===== config.mk =====
export PLATFORM = sky130hd
export DESIGN_NAME = emu_putchar_buffer
export DESIGN_NICKNAME = d
export VERILOG_FILES = /design/src/rtl/emu_console_pkg.sv /design/src/rtl/emu_sync_fifo.sv /design/src/rtl/emu_putchar_buffer.sv
export SDC_FILE = /design/constraint.sdc
export NUM_CORES = 1
export LEC_CHECK = 0
export ABC_AREA = 1
export CAP_MARGIN = 20
export CORE_ASPECT_RATIO = 1.2
export CORE_MARGIN = 2
export CORE_UTILIZATION = 25
export DETAILED_ROUTE_END_ITERATION = 10
export GPL_ROUTABILITY_DRIVEN = 0
export GPL_TIMING_DRIVEN = 1
export PLACE_DENSITY_LB_ADDON = 0.2
export SYNTH_ARGS = -nofsm -noshare
export SYNTH_HDL_FRONTEND = slang
export SYNTH_HIERARCHICAL = 1
export SYNTH_SLANG_ARGS = --single-unit

===== constraint.sdc =====
create_clock -name host_clk -period 5 [get_ports host_clk]
set_input_delay 1 -clock host_clk [delete_from_list [all_inputs] [get_ports host_clk]]
set_output_delay 1 -clock host_clk [all_outputs]
set_load 0.01 [all_outputs]

===== src/rtl/emu_console_pkg.sv =====
// Shared constants and helpers for the emulator console path.
//   NEWLINE         : byte value counted by the newline tracker
//   DROP_CNT_W      : width of the dropped-byte counter
//   DEFAULT_DEPTH   : default FIFO depth
//   DEFAULT_THRESH  : default fill level that raises irq
//   lvl_op_e        : up/down/hold selector shared by the level and newline counters
//   sat_inc_drop    : saturating increment for the dropped-byte counter
package emu_console_pkg;

  localparam logic [7:0]  NEWLINE        = 8'h0A;
  localparam int unsigned DROP_CNT_W     = 16;
  localparam int unsigned DEFAULT_DEPTH  = 64;
  localparam int unsigned DEFAULT_THRESH = 48;

  typedef enum logic [1:0] {
    LVL_HOLD = 2'd0,
    LVL_INC  = 2'd1,
    LVL_DEC  = 2'd2
  } lvl_op_e;

  function automatic logic [DROP_CNT_W-1:0] sat_inc_drop(input logic [DROP_CNT_W-1:0] v);
    if (v == '1) return v;
    return v + {{(DROP_CNT_W-1){1'b0}}, 1'b1};
  endfunction

endpackage


===== src/rtl/emu_sync_fifo.sv =====
// Byte storage and read/write pointers for the putchar buffer.
// Occupancy is tracked by the parent, which only asserts wr_en/rd_en when legal.
//   clk, rst_n  : clock and asynchronous active-low reset (pointers only)
//   wr_en       : store wr_data at the write pointer
//   rd_en       : advance the read pointer
//   flush       : return both pointers to zero, overriding wr_en/rd_en
//   head_data   : byte at the read pointer (combinational)
module emu_sync_fifo #(
  parameter int unsigned DEPTH = 64
) (
  input  logic       clk,
  input  logic       rst_n,
  input  logic       wr_en,
  input  logic [7:0] wr_data,
  input  logic       rd_en,
  input  logic       flush,
  output logic [7:0] head_data
);

  localparam int unsigned AW = $clog2(DEPTH);

  logic [7:0]    mem_q [DEPTH];
  logic [AW-1:0] wr_ptr_q, wr_ptr_d;
  logic [AW-1:0] rd_ptr_q, rd_ptr_d;

  // DEPTH is a power of two, so the natural pointer rollover is the modulo wrap.
  always_comb begin
    wr_ptr_d = wr_ptr_q;
    rd_ptr_d = rd_ptr_q;
    if (flush) begin
      wr_ptr_d = '0;
      rd_ptr_d = '0;
    end else begin
      if (wr_en) wr_ptr_d = wr_ptr_q + AW'(1);
      if (rd_en) rd_ptr_d = rd_ptr_q + AW'(1);
    end
  end

  always_ff @(posedge clk or negedge rst_n) begin
    if (!rst_n) begin
      wr_ptr_q <= '0;
      rd_ptr_q <= '0;
    end else begin
      wr_ptr_q <= wr_ptr_d;
      rd_ptr_q <= rd_ptr_d;
    end
  end

  // Storage is intentionally left out of reset.
  always_ff @(posedge clk) begin
    if (wr_en && !flush) mem_q[wr_ptr_q] <= wr_data;
  end

  assign head_data = mem_q[rd_ptr_q];

endmodule


===== src/rtl/emu_putchar_buffer.sv =====
// Target-to-host console byte buffer with overflow tracking and host interrupt.
//   host_clk / host_rst_n : clock, asynchronous active-low reset
//   run_mode              : target running; bytes accepted only when high
//   putchar_valid/ready/data : target byte handshake
//   rd_en / rd_data / rd_valid : host pop request, popped byte one cycle later
//   flush                 : discard all buffered bytes
//   clr_ovf               : clear ovf and drop_cnt
//   level, ovf, drop_cnt, irq : status to host
module emu_putchar_buffer
  import emu_console_pkg::*;
#(
  parameter int unsigned DEPTH        = DEFAULT_DEPTH,
  parameter int unsigned DROP_ON_FULL = 0,
  parameter int unsigned THRESH       = DEFAULT_THRESH
) (
  input  logic                    host_clk,
  input  logic                    host_rst_n,
  input  logic                    run_mode,
  input  logic                    putchar_valid,
  output logic                    putchar_ready,
  input  logic [7:0]              putchar_data,
  input  logic                    rd_en,
  output logic [7:0]              rd_data,
  output logic                    rd_valid,
  input  logic                    flush,
  input  logic                    clr_ovf,
  output logic [$clog2(DEPTH):0]  level,
  output logic                    ovf,
  output logic [DROP_CNT_W-1:0]   drop_cnt,
  output logic                    irq
);

  localparam int unsigned LW = $clog2(DEPTH) + 1;

  logic [LW-1:0]         level_q, level_d;
  logic [LW-1:0]         nl_cnt_q, nl_cnt_d;
  logic                  ovf_q, ovf_d;
  logic [DROP_CNT_W-1:0] drop_cnt_q, drop_cnt_d;
  logic                  rd_valid_q, rd_valid_d;
  logic [7:0]            rd_data_q, rd_data_d;
  logic                  irq_q, irq_d;

  logic       full, empty;
  logic       push, store, drop, pop;
  logic [7:0] head_data;
  lvl_op_e    level_op, nl_op;

  assign full  = (level_q == LW'(DEPTH));
  assign empty = (level_q == '0);

  assign putchar_ready = host_rst_n && run_mode && (!full || (DROP_ON_FULL != 0));
  assign push  = putchar_valid && putchar_ready;
  // Flush swallows the incoming byte without counting it as a drop.
  assign store = push && !full && !flush;
  assign drop  = push && full && !flush;
  assign pop   = rd_en && !empty && !flush;

  emu_sync_fifo #(
    .DEPTH (DEPTH)
  ) u_fifo (
    .clk       (host_clk),
    .rst_n     (host_rst_n),
    .wr_en     (store),
    .wr_data   (putchar_data),
    .rd_en     (pop),
    .flush     (flush),
    .head_data (head_data)
  );

  always_comb begin
    level_op = LVL_HOLD;
    if (store && !pop)      level_op = LVL_INC;
    else if (pop && !store) level_op = LVL_DEC;

    nl_op = LVL_HOLD;
    if ((store && (putchar_data == NEWLINE)) && !(pop && (head_data == NEWLINE)))
      nl_op = LVL_INC;
    else if ((pop && (head_data == NEWLINE)) && !(store && (putchar_data == NEWLINE)))
      nl_op = LVL_DEC;
  end

  always_comb begin
    level_d    = level_q;
    nl_cnt_d   = nl_cnt_q;
    ovf_d      = ovf_q;
    drop_cnt_d = drop_cnt_q;
    rd_valid_d = pop;
    rd_data_d  = pop ? head_data : rd_data_q;

    case (level_op)
      LVL_INC: level_d = level_q + LW'(1);
      LVL_DEC: level_d = level_q - LW'(1);
      default: level_d = level_q;
    endcase

    case (nl_op)
      LVL_INC: nl_cnt_d = nl_cnt_q + LW'(1);
      LVL_DEC: nl_cnt_d = nl_cnt_q - LW'(1);
      default: nl_cnt_d = nl_cnt_q;
    endcase

    if (flush) begin
      level_d  = '0;
      nl_cnt_d = '0;
    end

    // A drop coinciding with the clear is recorded as the first new drop.
    if (clr_ovf) begin
      ovf_d      = drop;
      drop_cnt_d = drop ? {{(DROP_CNT_W-1){1'b0}}, 1'b1} : '0;
    end else if (drop) begin
      ovf_d      = 1'b1;
      drop_cnt_d = sat_inc_drop(drop_cnt_q);
    end

    // Built from next-state values so irq follows its cause by exactly one cycle.
    irq_d = (nl_cnt_d != '0) || (level_d >= LW'(THRESH)) || ovf_d;
  end

  always_ff @(posedge host_clk or negedge host_rst_n) begin
    if (!host_rst_n) begin
      level_q    <= '0;
      nl_cnt_q   <= '0;
      ovf_q      <= 1'b0;
      drop_cnt_q <= '0;
      rd_valid_q <= 1'b0;
      rd_data_q  <= '0;
      irq_q      <= 1'b0;
    end else begin
      level_q    <= level_d;
      nl_cnt_q   <= nl_cnt_d;
      ovf_q      <= ovf_d;
      drop_cnt_q <= drop_cnt_d;
      rd_valid_q <= rd_valid_d;
      rd_data_q  <= rd_data_d;
      irq_q      <= irq_d;
    end
  end

  assign level    = level_q;
  assign ovf      = ovf_q;
  assign drop_cnt = drop_cnt_q;
  assign rd_valid = rd_valid_q;
  assign rd_data  = rd_data_q;
  assign irq      = irq_q;

endmodule

==> results of run 1 <==
critical path, delay by kind of cell (launching register included):
kind	cells	cell delay, ps
adders and majority gates	2	860
buffers and inverters	4	820
DFF	1	610
and+or+nand+nor	16	2100
registers in the layout (all words and copies together) (netlist names):
name,count
u_fifo/mem_q,512
drop_cnt,16
rd_data,8
level,7
nl_cnt_q,7
u_fifo/rd_ptr_q,6
u_fifo/wr_ptr_q,6
irq,1
ovf,1
rd_valid,1
power by group:
group / switching (mW) / internal [mW]
clock network: 1.85 / 2.49
registers: 0.0762 / 5.20
logic: 0.764 / 0.355
Yosys cell counts, types with 2 or more instances:
cell | instances | area, um^2
dfrtp_1 | 53 | 1330
nand3_1 | 305 | 1530
o21ai_0 | 27 | 135
o211ai_1 | 25 | 188
buf_1 | 13 | 48.8
buf_4 | 10 | 75.1
nand3_2 | 4 | 40.0
buf_6 | 2 | 22.5
nand4_1 | 4 | 25.0
nor2_1 | 190 | 713
inv_1 | 227 | 852
buf_2 | 62 | 310
a21oi_1 | 48 | 240
fa_1 | 2 | 40.0
ha_1 | 14 | 175
clkinv_1 | 5 | 18.8
or2_1 | 3 | 18.8
edfxtp_1 | 512 | 15400
xnor2_1 | 2 | 17.5
clkbuf_1 | 21 | 78.8
nand2_1 | 763 | 2860
o21ai_1 | 5 | 25.0
and2_1 | 2 | 12.5
nor4_1 | 3 | 18.8
inv_2 | 5 | 18.8
nor3_1 | 7 | 35.0
cells by family after synthesis:
family	synth area share, %
AOI/OAI and AO/OA	2.55
xor gates and xnor gates	0.108
adders and majority gates	0.887
buffers and inverters	5.87
DFF	68.8
and+or+nand+nor	21.7
layer usage:
layer / share of wire, % / GRT usage, % / vias up / wire length (um)
met5: 0 / 0 / - / 0
met4: 2.6 / 4.25 / 0 / 1910
met1: 43 / 18.3 / 8196 / 30900
met3: 4.1 / 2.08 / 105 / 2930
met2: 50 / 25.5 / 371 / 36400
li1: - / - / 7917 / -
stage by stage:
| stage | util (%) | instances | total power, mW | cell area (um^2) | setup slack (ps) |
|---|---|---|---|---|---|
| finish | 29.7 | 3748 | 10.7 | 28600 | 455 |
| global route | 29.7 | 3748 | 11.2 | 28600 | 131 |
| CTS | 29.7 | 3748 | 10.9 | 28600 | 300 |
| detailed placement | 27.7 | 3644 | 6.50 | 26800 | 352 |
| global placement | 27.7 | 3644 | 6.51 | 26800 | 268 |
| floorplan | - | 2322 | 5.97 | 24300 | 1650 |
area by class of cell:
type | instances | area (um^2) | area share (%)
clock buffer | 73 | 1510 | 5.26
timing repair buffer | 160 | 1440 | 5.03
clock inverter | 31 | 360 | 1.26
sequential | 565 | 16700 | 58.3
multi-input combinational | 1412 | 6140 | 21.4
inverter | 237 | 897 | 3.13
tap | 1270 | 1590 | 5.55
worst min-delay path by stage:
stage                             from                 end  cells past startpoint
finish                    drop_cnt[11]        drop_cnt[11]                      2
global route               drop_cnt[2]         drop_cnt[2]                      2
CTS                       drop_cnt[11]        drop_cnt[11]                      2
detailed placement          rd_data[0]          rd_data[0]                      2
global placement            rd_data[5]          rd_data[5]                      2
floorplan           u_fifo/rd_ptr_q[3]  u_fifo/rd_ptr_q[3]                      1
==> impl_metrics.toml, run 1 <==
[sta]
hold_viol = 0
max_freq_mhz = 220
relSlewSlack_pct = 34.4
final_max_slew_viol_count = 0
setup_viol = 0
fin_worst_skew_ps = 26.9
final.setup.tns_ps = 0
period_share_pct = 90.9
rsz0062_at_grt = "false"
whs_ps = 490
tightest_slew_ps = 983
min_period_ps = 4540

[grt]
antenna_found_initial = 2
grt_max_degree = 82
grt_pass1_vias = 17100
grt.total_usage_pct = 14.5
grt_pass1_wl_mm = 109
overflow = 0

[worst_setup_path]
rrSetupSlack_ps = 460
cp_slowest_stage_delay_ps = 610
path_class = "flop to flop"
crit_slowest_cell = "dfrtp_4"
worstPathArrival_ps = 5060
crit_chain = "inv_4 -> buf_12 -> buf_4 -> nand2_1 -> nand3_1 -> nand3_1 -> nand2_1 -> nand3_1 -> nand2_1 -> inv_1 -> nor4_2 -> nand4_1 -> nor3_1 -> ha_1 -> fa_1 -> or2_1 -> nand3_2 -> nand3_2 -> nor2_1 -> nand3_1 -> nor2_1 -> nand4_1"
worstRegToRegCells = 22
timing.rr.end = "irq"
endpoint = "irq"
end_kind = "flop"
path_common_cell = "nand3_1"
critPathMaxFanout = 29
crit-reg2reg-launch = "u_fifo/rd_ptr_q[1]"
startpoint = "u_fifo/rd_ptr_q[1]"
critPathRequiredTime_ps = 5510
startpoint_type = "flop"

[cells_and_area]
final_cell_mix = "763 x nand2_1, 512 x edfxtp_1, 305 x nand3_1"
syn2layout_area_growth_pct = 18.1
fillers = 9914
diodes = 0
final_common_cell = "nand2_1"
finalNetCount = 2464
drive_gt1_share_pct = 8.96

[floorplan]
dieArea_um2 = 99600
core_area_um2 = 96500
die_height_um = 345
start_util_pct = 25.1
rows = 125
ioPinCount = 50
die_x_um = 288

[synthesis]
synth_edf_count = 512
synth_area_um2 = 24300
synthCells = 2322
postSynthAreaPerCell_um2 = 10.4
yosysSeqAreaShare_pct = 68.8
ys.flop_type = "edfxtp_1"
synth_fp_nets = 2353
synth_seq_cells = 565
synth_warnings = 6
ys_types = 34
async_flop_share_pct = 9.38

[cts]
clkTransAtPathRegs_ps = 60
cts_root_buf = "clkbuf_16"
postCtsHoldBufs = 0
clock_latency_ps = 650
clockBufferDepth = 3
cts_setup_buffers = 0
tritoncts = "yes"
htreeDepth = 2
cts_buffers = 57
cts-resized-gates = 0
clock-sinks = 565

[flow_run]
drv_cap = 0

[route]
drc = 0
wl_per_cell_um = 19.2
dr.pass1.iters = 5
vias = 16600
drt-total-wl_mm = 72.1
antenna_left = 0
via_per_inst = 4.43
drt_iter0_drc = 1142

[status]
status = "completed"

[power_and_ir_drop]
vdd_drop_max_mv = 0.247
cellPowerDensity_nw_per_um2 = 375
p_leak_nw = 11.1

[placement]
dp_hpwl_mm = 44.9
port_buffers = 49

[hold_path]
hp-class = "flop to flop"
No activity file was read; power rests on OpenSTA's default activity.
==> run 2, diff against run 1 <==
- CORE_ASPECT_RATIO: 1.2 -> 0.9
- SLEW_MARGIN: default -> 5
==> run 2 against run 1 <==
Final cell count is 0.29% lower. Critical path type unchanged. Final area is 0.49% lower. Clock power hardly changed. Die area hardly changed. Power hardly changed. Maximum frequency is 0.75% lower. Largest cell class unchanged. Flip-flop and latch count stayed put.
==> impl_metrics.toml, run 2 (same netlist as run 1, synthesis figures left out) <==
[status]
status = "completed"

[cts]
clockBufferDepth = 3
cts_root_buf = "clkbuf_16"
tritoncts = "yes"
htreeDepth = 2
clock_latency_ps = 630
cts_buffers = 61
clock-sinks = 565
clkTransAtPathRegs_ps = 60

[sta]
setup_viol = 0
min_period_ps = 4580
fin_worst_skew_ps = 26.7
max_freq_mhz = 218
fin_ws_ps = 421
final_max_slew_viol_count = 0
relSlewSlack_pct = 32.1
final.setup.tns_ps = 0
hold_viol = 0
rsz0062_at_grt = "false"
tightest_slew_ps = 1020
period_share_pct = 91.6

[grt]
grt_pass1_vias = 16500
grt_max_degree = 122
grt.total_usage_pct = 14.4
antenna_found_initial = 4
grt_pass1_wl_mm = 108
overflow = 0

[worst_setup_path]
worstPathArrival_ps = 5090
end_kind = "flop"
critPathMaxFanout = 59
path_class = "flop to flop"
crit-reg2reg-launch = "u_fifo/rd_ptr_q[0]"
startpoint_type = "flop"
startpoint = "u_fifo/rd_ptr_q[0]"
critPathRequiredTime_ps = 5510

[power_and_ir_drop]
total_power_mw = 10.7
p_leak_nw = 11.0
vdd_drop_max_mv = 0.265
cellPowerDensity_nw_per_um2 = 376

[cells_and_area]
finalNetCount = 2457
drive_gt1_share_pct = 8.33
fin_area_um2 = 28500
diodes = 0
largest_reg_flops = 512
syn2layout_area_growth_pct = 17.5
final_core_util_pct = 29.6
final_cell_mix = "763 x nand2_1, 512 x edfxtp_1, 305 x nand3_1"
top_register = "u_fifo/mem_q"
final_common_cell = "nand2_1"

[route]
drt-total-wl_mm = 72.2
drt_iter0_drc = 1473
wl_per_cell_um = 19.3
via_per_inst = 4.47
dr.pass1.iters = 6
drc = 0
vias = 16700
antenna_left = 0

[floorplan]
start_util_pct = 25.2
die_x_um = 332
ioPinCount = 50
dieArea_um2 = 99600
rows = 108
die_height_um = 300
core_area_um2 = 96300

[placement]
dp_hpwl_mm = 45.3
placed_area_um2 = 26600
port_buffers = 49
preCtsSetupSlack_ps = 223

[flow_run]
drv_cap = 0

[hold_path]
hp-class = "flop to flop"
hp-start = "drop_cnt[8]"
[run 2: final timing paths]
check | slack, ps | endpoint | depth (start not counted)
worst max-delay path | 420 | irq | 22
worst min-delay path | 490 | drop_cnt[8] | 2
worst max register to register | 420 | irq | 22
worst min register to register | 490 | drop_cnt[8] | 2
max in group asynchronous | 3860 | u_fifo/rd_ptr_q[1] | 2
min in group asynchronous | 560 | rd_data[5] | 2
[run 2: cell type report]
class / instances / area, um^2
clock buffers: 79 / 1590
clock inverters: 30 / 280
fillers: 9967 / 67800
inverters: 237 / 897
multi-input cells: 1412 / 6150
flip-flops and latches: 565 / 16700
well taps: 1265 / 1580
repair buffers: 149 / 1300
[run 2: stage by stage]
stage	hold WS, ps	instances
2_1_floorplan	512	2322
3_3_place_gp	467	3628
3_5_place_dp	477	3628
4_1_cts	495	3737
5_1_grt	511	3737
6_report	490	3737
[run 2: critical path, stage by stage (launching register included)]
cell and delay (ps):
dfrtp_4 530, inv_6 290, buf_12 310, nand2_1 80
nand3_1 70, nand3_1 150, nand3_1 160, nand2_1 130
nand3_1 110, nand2_1 100, nor4_2 400, buf_4 170
nand4_1 90, nor3_1 250, ha_2 350, fa_1 440
or2_1 230, nand3_2 70, nand3_2 60, nor2_1 110
nand3_1 90, nor2_1 110, nand4_1 80
[run 2: repair_timing]
action | 4_1_cts | 5_1_grt
gates resized for setup | 0 | 2
setup buffers | 0 | 0
setup endpoints to repair | 0 | 1
hold buffers | 0 | 0
[run 2: report_power, final]
group / switching [mW] / total, mW / internal (mW) / leakage, nW
clock network: 1.86 / 4.35 / 2.49 / 0.896
registers: 0.0667 / 5.27 / 5.20 / 5.32
logic: 0.764 / 1.11 / 0.347 / 4.83
total: 2.69 / 10.7 / 8.03 / 11.0
[run 2: per-layer routing]
layer,vias up,track usage (%),routed length [um]
met2,498,21.3,30900
met4,0,4.02,1720
met3,94,2.13,4140
li1,7923,-,-
met1,8192,21.7,35400
met5,-,0,0
